<file path="src/rtl/analog_status_monitor_if.sv">
// APB bus bundle for analog_status_monitor.
// The master modport drives the request signals: PADDR, PSEL, PENABLE, PWRITE, PSTRB and PWDATA.
// The slave modport drives the response signals: PRDATA, PREADY and PSLVERR.
interface analog_status_monitor_if;
  logic [11:0] PADDR;
  logic        PENABLE;
  logic        PSEL;
  logic [3:0]  PSTRB;
  logic [31:0] PWDATA;
  logic        PWRITE;
  logic [31:0] PRDATA;
  logic        PREADY;
  logic        PSLVERR;

  modport master (
    output PADDR, PENABLE, PSEL, PSTRB, PWDATA, PWRITE,
    input  PRDATA, PREADY, PSLVERR
  );

  modport slave (
    input  PADDR, PENABLE, PSEL, PSTRB, PWDATA, PWRITE,
    output PRDATA, PREADY, PSLVERR
  );
endinterface

</file>
<file path="src/rtl/analog_status_monitor.sv">
// analog_status_monitor
//
// Purpose:
//   - Synchronises N_STATUS asynchronous analog status words into the clk_in domain.
//   - Exposes the words read-only over APB.
//   - Keeps per-channel sticky change flags, which are cleared by writing 1.
//   - Drives a maskable, registered level interrupt.
//   - Provides an atomic snapshot (shadow) of all channels.
//
// Ports:
//   clk_in     system clock
//   reset_n    synchronous active-low reset
//   apb        APB slave (PADDR/PSEL/PENABLE/PWRITE/PSTRB/PWDATA in, PRDATA/PREADY/PSLVERR out)
//   status_in  channel i at [i*STATUS_WIDTH +: STATUS_WIDTH], asynchronous to clk_in
//   irq        |(changed & mask), registered
//
// Register map (PADDR[1:0] must be 0):
//   0x000+4*i  STATUS_i  RO
//   0x100      CHANGED   W1C
//   0x104      IRQ_MASK  RW
//   0x108      SNAP      WO; reads return 0
//   0x200+4*i  SHADOW_i  RO
module analog_status_monitor #(
  parameter int N_STATUS     = 4,
  parameter int STATUS_WIDTH = 32,
  parameter int SYNC_DEPTH   = 2
) (
  input  logic                             clk_in,
  input  logic                             reset_n,
  analog_status_monitor_if.slave           apb,
  input  logic [N_STATUS*STATUS_WIDTH-1:0] status_in,
  output logic                             irq
);

  localparam int              VW        = N_STATUS * STATUS_WIDTH;
  localparam int              WARM_MAX  = SYNC_DEPTH + 1;
  localparam int              CW        = $clog2(WARM_MAX + 1);
  localparam logic [CW-1:0]   WARM_DONE = CW'(WARM_MAX);
  localparam logic [5:0]      N_IDX     = 6'(N_STATUS);

  logic [VW-1:0]       sync_q [SYNC_DEPTH];
  logic [VW-1:0]       status_q;
  logic [VW-1:0]       shadow_q;
  logic [N_STATUS-1:0] changed_q;
  logic [N_STATUS-1:0] mask_q;
  logic [CW-1:0]       warm_q;

  // status_nxt is the value status_q takes on the coming edge.
  // Reads of STATUS_i use it, so a response issued on the update edge already carries the new value.
  logic [VW-1:0]       status_nxt;
  logic [N_STATUS-1:0] diff;
  logic [N_STATUS-1:0] set_flags;
  logic [N_STATUS-1:0] w1c;

  logic        accept;
  logic [5:0]  widx;
  logic        in_status, in_shadow, is_changed, is_mask, is_snap;
  logic        mapped, read_only, err;
  logic [31:0] rd_data;
  logic        unused_pwdata;

  assign status_nxt    = sync_q[SYNC_DEPTH-1];
  assign unused_pwdata = ^apb.PWDATA[31:N_STATUS];

  // Handshake:
  //   - A transfer is accepted on the edge where PSEL & PENABLE & ~PREADY.
  //   - That edge raises PREADY for exactly one cycle, with PRDATA/PSLVERR valid.
  //   - The following edge drops PREADY, so every transfer sees one wait state.
  //   - Back-to-back accepts are impossible.
  assign accept = apb.PSEL & apb.PENABLE & ~apb.PREADY;

  assign widx       = apb.PADDR[7:2];
  assign in_status  = (apb.PADDR[11:8] == 4'h0) && (widx < N_IDX);
  assign in_shadow  = (apb.PADDR[11:8] == 4'h2) && (widx < N_IDX);
  assign is_changed = (apb.PADDR[11:2] == 10'h040);
  assign is_mask    = (apb.PADDR[11:2] == 10'h041);
  assign is_snap    = (apb.PADDR[11:2] == 10'h042);
  assign mapped     = in_status | in_shadow | is_changed | is_mask | is_snap;
  assign read_only  = in_status | in_shadow;
  assign err        = (apb.PADDR[1:0] != 2'b00) | ~mapped |
                      (apb.PWRITE & read_only) |
                      (apb.PWRITE & (apb.PSTRB != 4'hF));

  always_comb begin
    diff = '0;
    for (int i = 0; i < N_STATUS; i++) begin
      diff[i] = |(status_nxt[i*STATUS_WIDTH +: STATUS_WIDTH] ^
                  status_q[i*STATUS_WIDTH +: STATUS_WIDTH]);
    end
  end

  // Until the chains have filled, the last stage differs from status_q only because of reset.
  // Flags are therefore ignored until the warm-up count saturates.
  assign set_flags = (warm_q == WARM_DONE) ? diff : '0;

  assign w1c = (accept && apb.PWRITE && !err && is_changed) ?
               apb.PWDATA[N_STATUS-1:0] : '0;

  always_comb begin
    rd_data = '0;
    for (int i = 0; i < N_STATUS; i++) begin
      if (widx == 6'(i)) begin
        if (in_status) rd_data[STATUS_WIDTH-1:0] = status_nxt[i*STATUS_WIDTH +: STATUS_WIDTH];
        if (in_shadow) rd_data[STATUS_WIDTH-1:0] = shadow_q[i*STATUS_WIDTH +: STATUS_WIDTH];
      end
    end
    if (is_changed) rd_data[N_STATUS-1:0] = changed_q;
    if (is_mask)    rd_data[N_STATUS-1:0] = mask_q;
  end

  always_ff @(posedge clk_in) begin
    if (!reset_n) begin
      for (int s = 0; s < SYNC_DEPTH; s++) sync_q[s] <= '0;
      status_q    <= '0;
      shadow_q    <= '0;
      changed_q   <= '0;
      mask_q      <= '0;
      warm_q      <= '0;
      apb.PRDATA  <= '0;
      apb.PREADY  <= 1'b0;
      apb.PSLVERR <= 1'b0;
      irq         <= 1'b0;
    end else begin
      sync_q[0] <= status_in;
      for (int s = 1; s < SYNC_DEPTH; s++) sync_q[s] <= sync_q[s-1];
      status_q <= status_nxt;
      if (warm_q != WARM_DONE) warm_q <= warm_q + 1'b1;

      // A new change on the same edge as a clear keeps the flag set.
      changed_q <= (changed_q & ~w1c) | set_flags;
      irq       <= |(changed_q & mask_q);

      if (accept) begin
        apb.PREADY  <= 1'b1;
        apb.PSLVERR <= err;
        apb.PRDATA  <= (apb.PWRITE || err) ? 32'h0 : rd_data;
        if (apb.PWRITE && !err) begin
          if (is_mask) mask_q <= apb.PWDATA[N_STATUS-1:0];
          // Non-blocking capture takes status_q before this edge's update.
          if (is_snap && apb.PWDATA[0]) shadow_q <= status_q;
        end
      end else begin
        apb.PREADY  <= 1'b0;
        apb.PSLVERR <= 1'b0;
      end
    end
  end

endmodule

</file>
<file path="src/flat_wrapper.sv">
// flat-port wrapper written by rule: the top's interface ports become plain ports
module analog_status_monitor_flat 
#(
  parameter int N_STATUS     = 4,
  parameter int STATUS_WIDTH = 32,
  parameter int SYNC_DEPTH   = 2
)
  (clk_in, reset_n, status_in, irq, apb_PADDR, apb_PENABLE, apb_PSEL, apb_PSTRB, apb_PWDATA, apb_PWRITE, apb_PRDATA, apb_PREADY, apb_PSLVERR);
  analog_status_monitor_if apb_i ();
  input  logic clk_in;
  input  logic reset_n;
  input  logic [N_STATUS*STATUS_WIDTH-1:0] status_in;
  output logic irq;
  input wire logic [$bits(apb_i.PADDR)-1:0] apb_PADDR;
  input wire logic [$bits(apb_i.PENABLE)-1:0] apb_PENABLE;
  input wire logic [$bits(apb_i.PSEL)-1:0] apb_PSEL;
  input wire logic [$bits(apb_i.PSTRB)-1:0] apb_PSTRB;
  input wire logic [$bits(apb_i.PWDATA)-1:0] apb_PWDATA;
  input wire logic [$bits(apb_i.PWRITE)-1:0] apb_PWRITE;
  output wire logic [$bits(apb_i.PRDATA)-1:0] apb_PRDATA;
  output wire logic [$bits(apb_i.PREADY)-1:0] apb_PREADY;
  output wire logic [$bits(apb_i.PSLVERR)-1:0] apb_PSLVERR;
  assign apb_i.PADDR = apb_PADDR;
  assign apb_i.PENABLE = apb_PENABLE;
  assign apb_i.PSEL = apb_PSEL;
  assign apb_i.PSTRB = apb_PSTRB;
  assign apb_i.PWDATA = apb_PWDATA;
  assign apb_i.PWRITE = apb_PWRITE;
  assign apb_PRDATA = apb_i.PRDATA;
  assign apb_PREADY = apb_i.PREADY;
  assign apb_PSLVERR = apb_i.PSLVERR;
  analog_status_monitor #(.N_STATUS(N_STATUS), .STATUS_WIDTH(STATUS_WIDTH), .SYNC_DEPTH(SYNC_DEPTH)) u_core (.clk_in(clk_in), .reset_n(reset_n), .apb(apb_i), .status_in(status_in), .irq(irq));
endmodule
</file>
<file path="config.mk">
export PLATFORM = sky130hd
export DESIGN_NAME = analog_status_monitor_flat
export DESIGN_NICKNAME = d
export VERILOG_FILES = /design/src/rtl/analog_status_monitor_if.sv /design/src/rtl/analog_status_monitor.sv /design/src/flat_wrapper.sv
export SDC_FILE = /design/constraint.sdc
export NUM_CORES = 1
export LEC_CHECK = 0
export CAP_MARGIN = 20
export CORE_UTILIZATION = 25
export CTS_CLUSTER_DIAMETER = 120
export CTS_CLUSTER_SIZE = 20
export DETAILED_ROUTE_END_ITERATION = 7
export PLACE_DENSITY = 0.4
export SYNTH_ARGS = -nofsm -noshare
export SYNTH_HDL_FRONTEND = slang
export SYNTH_SLANG_ARGS = --single-unit
</file>
<file path="constraint.sdc">
create_clock -name clk_in -period 2.2 [get_ports clk_in]
set_clock_uncertainty 0.05 [all_clocks]
set_input_delay 0.22 -clock clk_in [delete_from_list [all_inputs] [get_ports clk_in]]
set_output_delay 0.22 -clock clk_in [all_outputs]
set_load 0.02 [all_outputs]
</file>
### Yosys cells after proc, flatten, opt, wreduce, memory -nomap -nowiden

Memory sizes are Yosys's and may differ from the RTL's.
Cells that the tools add are included.

| operators by class | value |
|---|---|
| add/sub/neg operators | 1 |
| magnitude comparators | 1 |
| eq/ne operators | 10 |
| mux-type cells | 22 |
| bitwise logic cells | 23 |
| reductions and logical operators | 20 |

Operators with widths:

| operator | number |
|---|---|
| $mux W32 | 13 |
| $mux W128 | 2 |
| $reduce_or A32 Y1 | 4 |
| $xor A32 B32 Y32 | 4 |
| $eq A10 B7 Y1 const B | 3 |
| $mux W4 | 4 |
| $eq A6 B2 Y1 const B | 2 |
| $or A1 B1 Y1 | 9 |
| $and A4 B4 Y4 | 2 |
| $logic_and A1 B1 Y1 | 7 |
| $eq A6 B1 Y1 const B | 1 |
| $logic_not A6 Y1 | 1 |
| $lt A6 B3 Y1 const B | 1 |
| $reduce_and A3 Y1 | 2 |
| $and A1 B1 Y1 | 4 |
| $eq A4 B2 Y1 const B | 1 |
| $logic_not A4 Y1 | 1 |
| $ne A4 B4 Y1 const B | 1 |
| $not A4 Y4 | 1 |
| $or A4 B4 Y4 | 1 |
| $reduce_or A4 Y1 | 1 |
| $mux W1 | 3 |
| $add A2 B1 Y2 const B | 1 |
| $eq A2 B2 Y1 const B | 1 |
| 6 further kinds | 7 |

| word-level totals | value |
|---|---|
| register bits after elaboration | 301 |
| memory bits (writable) | 256 |
| bits of input ports | 181 |
| output and inout bits | 35 |
| logic and storage cells | 87 |
| memories | 1 |

Memories:

| name | words | width | read ports | clocked after Yosys merged registers in | write ports | RTL line | source |
|---|---|---|---|---|---|---|---|
| u_core.sync_q | 2 | 128 | 2 | 0 | 2 | analog_status_monitor.sv:41 | `logic [VW-1:0] sync_q [SYNC_DEPTH];` |

### Logic depth before layout (Yosys ltp)

Gate-level depths: netlist of the first run.

| logic depth | value |
|---|---|
| depth in word-level cells | 17 |
| depth in mapped cells | 8 |
| gate-level depth less buffers | 5 |

### Least setup slack after synthesis of the first run

Ideal clock, no wire load.

| path | value |
|---|---|
| kind | input-to-reg |
| start | input port apb_PADDR[7] |
| end | register u_core.shadow_q[43] |
| library setup time | 132 ps |
| arrival | 1732 ps |
| data required time | 2018 ps |
| setup slack | 286 ps |
| stages on the path | 7 |
| path buffers | 2 |
| cells stage by stage | nor4_2 o211ai_2 or4_1 buf_2 clkbuf_1 nand2_1 a21oi_1 |

| on the way | value |
|---|---|
| cells in the longest elaborated chain, start to end | 13 |
| elaborated cells between the ends (all ways) | 19 |
| those cells by class | order compare (1); eq/ne (3); bitwise (9); reduce/logical (6) |

RTL lines:

| what | RTL line | source |
|---|---|---|
| start, declared | flat_wrapper.sv:14 | `input wire logic [$bits(apb_i.PADDR)-1:0] apb_PADDR;` |
| $lt A6 B3 Y1 | analog_status_monitor.sv:73, analog_status_monitor.sv:74 |  |
| $logic_and A1 B1 Y1, on equally long branches | analog_status_monitor.sv:73, analog_status_monitor.sv:74 |  |
| $or A1 B1 Y1 | analog_status_monitor.sv:78, analog_status_monitor.sv:79 |  |
| $or A1 B1 Y1 (3 in a row) | analog_status_monitor.sv:78 | `assign mapped = in_status \| in_shadow \| is_changed \| is_mask \| is_snap;` |
| $not A1 Y1 | analog_status_monitor.sv:80 | `assign err = (apb.PADDR[1:0] != 2'b00) \| ~mapped \|` |
| $or A1 B1 Y1 (2 in a row) | analog_status_monitor.sv:80 |  |
| $or A1 B1 Y1 | analog_status_monitor.sv:81 | `(apb.PWRITE & read_only) \|` |
| $logic_not A1 Y1 | analog_status_monitor.sv:137 | `if (apb.PWRITE && !err) begin` |
| $logic_and A1 B1 Y1 | analog_status_monitor.sv:137 |  |
| $reduce_and A3 Y1 (no line) (*) | n/a |  |
| end signal, assigned | analog_status_monitor.sv:140 | `if (is_snap && apb.PWDATA[0]) shadow_q <= status_q;` |
| end, declared | analog_status_monitor.sv:43 | `logic [VW-1:0] shadow_q;` |

Mark *: on every way between the ends. The rest lies on a longest branch, timed or not.
A chain may end at the register's enable or synchronous reset.

### Worst setup path in the final report of the first run

| path | value |
|---|---|
| start | input port apb_PADDR[10] |
| end | register u_core.apb.PRDATA[15] |

| on the way | value |
|---|---|
| cells in the longest elaborated chain, start to end | 15 |
| elaborated cells between the ends (all ways) | 30 |
| those cells by class | eq/ne (4); mux (13); bitwise (9); reduce/logical (4) |

RTL lines:

| what | RTL line | source |
|---|---|---|
| $logic_not A4 Y1 | analog_status_monitor.sv:73 | `assign in_status = (apb.PADDR[11:8] == 4'h0) && (widx < N_IDX);` |
| $logic_and A1 B1 Y1 | analog_status_monitor.sv:73 |  |
| $mux W32 | analog_status_monitor.sv:103 | `if (in_status) rd_data[STATUS_WIDTH-1:0] = status_nxt[i*STATUS_WIDTH +: STATUS_WIDTH];` |
| $mux W32 | analog_status_monitor.sv:104 | `if (in_shadow) rd_data[STATUS_WIDTH-1:0] = shadow_q[i*STATUS_WIDTH +: STATUS_WIDTH];` |
| $mux W32 | analog_status_monitor.sv:102 | `if (widx == 6'(i)) begin` |
| $mux W32 | analog_status_monitor.sv:103 |  |
| $mux W32 | analog_status_monitor.sv:104 |  |
| $mux W32 | analog_status_monitor.sv:102 |  |
| $mux W32 | analog_status_monitor.sv:103 |  |
| $mux W32 | analog_status_monitor.sv:104 |  |
| $mux W32 | analog_status_monitor.sv:102 |  |
| $mux W32 | analog_status_monitor.sv:103 |  |
| $mux W32 | analog_status_monitor.sv:104 |  |
| $mux W32 | analog_status_monitor.sv:102 |  |
| $mux W32 (*) | analog_status_monitor.sv:136 | `apb.PRDATA <= (apb.PWRITE \|\| err) ? 32'h0 : rd_data;` |
| end signal, assigned | analog_status_monitor.sv:136 |  |
| end, declared | analog_status_monitor_if.sv:22 | `output PRDATA, PREADY, PSLVERR` |

Marks and branches as above.

==> out/results.ini, run 1 <==
[global_routing]
grt_pass1_wl_um=92800
antenna_found_initial=2
grt.overflow.total=0
grt_start_max_net_pins=195
track_usage_pct=15.2
grt_pass1_vias=14400

[layout]
drive_gt1_share_pct=8.14
final_cell_count_no_fill=3289
synthToLayoutAreaGrowth_pct=23.9
nNetsFinal=2429
n_fill_cell=8030

[critical_path]
path_max_fanout=21
criticalPathCategory=input port to register
r2r_cells=7
endpoint_kind=register
worstPathRequired_ns=2.68
arrival_ns=2.59
worstReg2RegEnd=u_core.shadow_q[5]
ff2ff_setup_slack_ns=0.33
cp-startpoint=apb_PADDR[10]
reg2reg_from=u_core.apb.PREADY
cp-start-kind=input port

[route]
via_per_inst=4.34
drtPass1Iterations=5
postRouteAntennaNets=0
first_iter_violations=732
wl_um=62300
routedWlPerCell_um=18.9
drc=0
vias=14300

[synth]
synthCells=2032
synth_seq_cells=557
syn_nets=2214
synth-main-ff-cell=dfxtp_1
yosysWarnings=0
avgSynthCellArea_um2=9.76
yosysUniqueCellTypes=41
synth-edff-count=0
async_flop_share_pct=0
synth_area_mm2=0.0198
ys_seq_area_share_pct=56.2

[worst_hold_path]
whs_path_depth=2
worstHoldStart=status_in[87]
hold_path.class=input port to register
worstHoldEndpoint=u_core.sync_q[0][87]

[pwr]
total_power_mw=17.8
p_int_mw=13.6
p_comb_share_pct=7.4
p_sw_mw=4.17
ir_worst_vdd_uv=580
p_clk_share_pct=33.1
leakagePower_nw=8.67
swShare_pct=23.4
seqPwrFrac_pct=59.5
power_density_mw_per_mm2=723

[timing]
drv_slew=0
hold_ws_ns=0.123
fmax_ghz=0.476
worst_slew_pin_slew_ns=0.833
period_needed_ns=2.10
rsz0062_at_grt=false
setup_ws_ns=0.0972
fin_crit_sh_pct=95.6
max_slew_margin_pct=44.4
setup_viol=0
hold_viol=0

[placed_design]
routabilityCongestion=0.837
hpwl_um=43300
io_buffers=187
pre_cts_ws_ns=-0.680
dp.cells=3254

[clock_network]
root_buffer=clkbuf_16
cts_buffer_depth=3
clk_pin_slew_worst_paths_ns=0.09
cts_tree=built
hold_buffers=0
worstSkewPairLatency_ns=0.62
clock_sinks=557
htreeDepth=1
cts_buffers=31

[job]
cap_viol_max_count=0

[outcome]
outcome=complete, no violations

[floorplan]
coreArea_mm2=0.0780
die_w_um=284
num_rows=102
boundaryPins=216
die_y_um=284
die_area_mm2=0.0805
initial_core_util_pct=25.4

## synthesized netlist by cell type (2+ instances only)
cell / instances / area, µm²
buf_1: 6 / 22.5
o22ai_1: 33 / 206
a22oi_1: 2 / 15.0
o31ai_1: 28 / 210
mux2_2: 8 / 90.1
nor4b_2: 2 / 30.0
a21oi_1: 164 / 821
nor2_1: 15 / 56.3
a221oi_1: 4 / 35.0
buf_2: 34 / 170
or3_1: 2 / 12.5
a32o_1: 4 / 40.0
or4_1: 2 / 15.0
a2bb2oi_1: 4 / 35.0
dfxtp_1: 557 / 11200
and2_1: 386 / 2410
nor2b_1: 54 / 338
nor4_2: 3 / 37.5
inv_1: 2 / 7.51
nand4_1: 33 / 206
nand3_1: 13 / 65.1
o22a_1: 26 / 228
nand2_1: 303 / 1140
buf_4: 2 / 15.0
nor3_1: 6 / 30.0
nor4_1: 10 / 62.6
a211oi_1: 57 / 428
mux2i_1: 37 / 370
clkbuf_1: 91 / 342
xnor2_1: 128 / 1120
o21ai_0: 4 / 20.0
nand3b_1: 3 / 22.5
## logic make-up after synthesis
group | Yosys count | share of synthesized area, %
mux | 45 | 2.32
fa+ha+maj | 1 | 0.0631
flops | 557 | 56.2
buf+inv | 135 | 2.81
xor+xnor | 129 | 5.70
compound gates | 328 | 10.4
simple gates | 837 | 22.5
## power groups by stage
stage	Combinational (mW)	Sequential (mW)	Clock (mW)
4_1_cts	1.35	10.6	6.20
5_1_grt	1.43	10.6	6.59
3_3_place_gp	1.34	10.8	0
3_5_place_dp	1.34	10.8	0
2_1_floorplan	0.677	10.7	0
6_report	1.31	10.6	5.89
## how the worst max path moves through the flow
stage | cells after the start | endpoint
2_1_floorplan | 7 | u_core.shadow_q[43]
3_3_place_gp | 8 | u_core.shadow_q[29]
3_5_place_dp | 8 | u_core.shadow_q[5]
4_1_cts | 9 | u_core.shadow_q[5]
5_1_grt | 8 | u_core.shadow_q[5]
6_report | 10 | u_core.apb.PRDATA[15]
## metrics by stage
stage	setup TNS, ns	instance area, µm²	util [%]
detailed placement	-98.15	23800	30.5
finish	0	24600	31.5
global placement	-97.45	23800	30.5
global route	0	24600	31.5
CTS	0	24600	31.5
floorplan	0	19800	-
## area by class of cell
cell class | count | area, µm² | share of cell area (%)
Sequential cell | 557 | 11200 | 45.4
Multi-Input combinational cell | 1340 | 8170 | 33.3
Timing Repair Buffer | 315 | 3140 | 12.8
Tap cell | 1040 | 1300 | 5.30
Clock buffer | 33 | 793 | 3.23
Inverter | 2 | 8.76 | 0.0356
Antenna cell | 2 | 5.00 | 0.0204
## layer usage
layer / routed length [µm] / global-route usage [%] / vias to the layer above / share of wire [%]
met2: 28300 / 24.3 / 271 / 45
met3: 2530 / 2.12 / 62 / 4.1
met5: 0 / 0 / - / 0
met4: 1320 / 3.42 / 0 / 2.1
met1: 30100 / 21.4 / 6828 / 48
li1: - / - / 7127 / -
## sequential cells by signal, indices dropped and copies added (netlist names)
register            count
u_core.changed_q        4
u_core.irq              1
u_core.shadow_q       128
u_core.warm_q           2
u_core.apb.PSLVERR      1
u_core.sync_q         256
u_core.mask_q           4
u_core.status_q       128
u_core.apb.PRDATA      32
u_core.apb.PREADY       1
## repair_timing
| item | 4_1_cts | 5_1_grt |
|---|---|---|
| gates resized for setup | 1 | 1 |
| setup buffers | 0 | 0 |
| endpoints found under the setup margin | 3 | 1 |
## critical path: stages
cell	delay, ns
clkdlybuf4s50_1	0.56
nor3_1	0.21
buf_4	0.18
nand3_1	0.15
buf_12	0.20
o22ai_1	0.46
buf_4	0.20
a21oi_1	0.05
buf_4	0.15
o31ai_1	0.19
## cell usage in the layout (no fill, tap or decap), drive strengths merged, types with 26 or more instances in the layout
cell type	netlist	layout
o22ai	33	33
xnor2	128	128
o22a	26	26
buf	42	130
and2	386	386
nand4	33	33
a21oi	164	164
clkdlybuf4s50	0	184
o31ai	28	28
mux2i	37	37
a211oi	57	57
nor2b	54	54
dfxtp	557	557
nand2	303	303
clkbuf	91	34
No activity file was read; power rests on OpenSTA's default activity.
==> inputs of run 2 (changes only) <==
--- a/config.mk
+++ b/config.mk
@@ -7,7 +7,7 @@
 export LEC_CHECK = 0
 export CAP_MARGIN = 20
 export CORE_UTILIZATION = 25
-export CTS_CLUSTER_DIAMETER = 120
+export CTS_CLUSTER_DIAMETER = 150
 export CTS_CLUSTER_SIZE = 20
 export DETAILED_ROUTE_END_ITERATION = 7
 export PLACE_DENSITY = 0.4
==> out/results.ini, run 2 (synthesis gave the netlist of run 1 again) <==
[clock_network]
cts_buffer_depth=3  ; unchanged
root_buffer=clkbuf_16
postCtsSetupBuffers=0  ; unchanged
clk_pin_slew_worst_paths_ns=0.09  ; about the same
cts_tree=built
htreeDepth=1  ; unchanged
cts_buffers=31  ; unchanged
worstSkewPairLatency_ns=0.62  ; about the same
clock_sinks=557  ; unchanged
hold_buffers=0  ; unchanged

[global_routing]
track_usage_pct=15.1  ; -0.023 points
grt.overflow.total=0  ; unchanged
grt_pass1_wl_um=92600  ; -0.22%
antenna_found_initial=2  ; unchanged
grt_pass1_vias=14400  ; -0.51%
grt_start_max_net_pins=195  ; unchanged

[layout]
top_register=u_core.sync_q
drive_gt1_share_pct=8.15  ; about the same
top_regs=u_core.sync_q x256, u_core.shadow_q x128, u_core.status_q x128
n_fill_cell=8031  ; +0.012%
final_cell_count_no_fill=3288  ; -0.030%
nNetsFinal=2429  ; unchanged
synthToLayoutAreaGrowth_pct=23.8  ; about the same
largest_reg_flops=256  ; unchanged
final_cell_mix=dfxtp_1, and2_1, nand2_1, clkdlybuf4s50_1, a21oi_1
final_common_cell=dfxtp_1
fin_util_pct=31.5  ; about the same

[placed_design]
routabilityCongestion=0.837  ; unchanged
hpwl_um=43300  ; unchanged
dp.cells=3254  ; unchanged
io_buffers=187  ; unchanged

[worst_hold_path]
hold_path.class=input port to register

[floorplan]
boundaryPins=216  ; unchanged
die_area_mm2=0.0805  ; unchanged
initial_core_util_pct=25.4  ; unchanged
die_y_um=284  ; unchanged
num_rows=102  ; unchanged
die_w_um=284  ; unchanged
coreArea_mm2=0.0780  ; unchanged

[pwr]
p_comb_share_pct=7.4  ; about the same
swShare_pct=23.5  ; +0.025 points
seqPwrFrac_pct=59.6  ; about the same
p_clk_share_pct=33.0  ; about the same
ir_worst_vdd_uv=823  ; +42%
p_int_mw=13.6  ; -0.29%
power_density_mw_per_mm2=721  ; -0.21%
leakagePower_nw=8.67  ; about the same
p_sw_mw=4.16  ; -0.15%
total_power_mw=17.7  ; -0.26%

[critical_path]
criticalPathCategory=input port to register
cp-start-kind=input port
endpoint_kind=register
arrival_ns=2.62  ; +0.03 ns
worstPathRequired_ns=2.69  ; about the same
path_max_fanout=35  ; +67%

[timing]
fmax_ghz=0.471  ; -1.1%
period_needed_ns=2.13  ; +0.0223 ns
drv_slew=0  ; unchanged
hold_viol=0  ; unchanged
worst_slew_pin_slew_ns=0.777  ; -0.0563 ns
fin_tns_setup_ns=0  ; unchanged
rsz0062_at_grt=false
setup_viol=0  ; unchanged
max_slew_margin_pct=48.2  ; +3.8 points
fin_crit_sh_pct=96.6  ; +1.0 points
hold_ws_ns=0.132  ; +0.00954 ns

[route]
vias=14300  ; -0.049%
routedWlPerCell_um=18.9  ; +0.11%
postRouteAntennaNets=0  ; unchanged
drc=0  ; unchanged
via_per_inst=4.34  ; about the same
first_iter_violations=660  ; -9.8%
drtPass1Iterations=5  ; unchanged
wl_um=62300  ; about the same

[job]
cap_viol_max_count=0  ; unchanged

[outcome]
outcome=complete, no violations

run 2: cell types whose count changed in the layout (fill, tap and decap cells not counted), sizes merged:
cell,change
clkbuf,-2
clkinv,+1
run 2: layer usage:
metal  share of wire (%)  global-route usage (%)  vias to the layer above
met4                 2.1                    3.41                        0
met5                   0                       0                        -
met2                  45                    24.2                      263
met3                 4.0                    2.14                       54
li1                    -                       -                     7132
met1                  49                    21.4                     6832
run 2: worst max-delay path: stages:
cell             delay (ns)
clkdlybuf4s50_1        0.59
nor4_4                 0.37
o211ai_2               0.25
nor4_2                 0.45
buf_4                  0.24
buf_12                 0.21
nand2_1                0.08
a21oi_1                0.17
run 2: worst paths after layout:
path | from | to | slack, ns | cells past startpoint
max reg2reg | u_core.apb.PREADY | u_core.shadow_q[5] | 0.32 | 7
min reg2reg | u_core.sync_q[0][109] | u_core.sync_q[0][237] | 0.38 | 1
max | apb_PADDR[10] | u_core.shadow_q[5] | 0.07 | 8
min | status_in[29] | u_core.sync_q[0][29] | 0.13 | 2
run 2: repair_timing:
action / in CTS / in global routing
setup endpoints to repair: 2 / 1
gates resized for setup: 1 / 1
endpoints found under the hold margin: 0 / 0
run 2: stage by stage:
| step | area (µm²) | setup slack (ns) |
|---|---|---|
| after global placement | 23800 | -0.662 |
| after detailed placement | 23800 | -0.680 |
| after floorplan | 19800 | 0.286 |
| after CTS | 24600 | 0.138 |
| final | 24600 | 0.0749 |
| after global routing | 24600 | 0.0294 |
run 2: power by group through the flow:
stage	combinational, mW	clock [mW]	sequential, mW
2_1_floorplan	0.677	0	10.7
3_3_place_gp	1.34	0	10.8
3_5_place_dp	1.34	0	10.8
4_1_cts	1.35	6.13	10.6
5_1_grt	1.43	6.54	10.6
6_report	1.31	5.84	10.6
run 2: area by class of cell:
class	instances	area [µm²]	share of cell area [%]
sequential	557	11200	45.4
clock inverter	1	5.00	0.0204
inverter	2	8.76	0.0357
timing repair buffer	315	3140	12.8
tap	1040	1300	5.30
multi-input combinational	1340	8170	33.3
clock buffer	31	776	3.16
antenna	2	5.00	0.0204
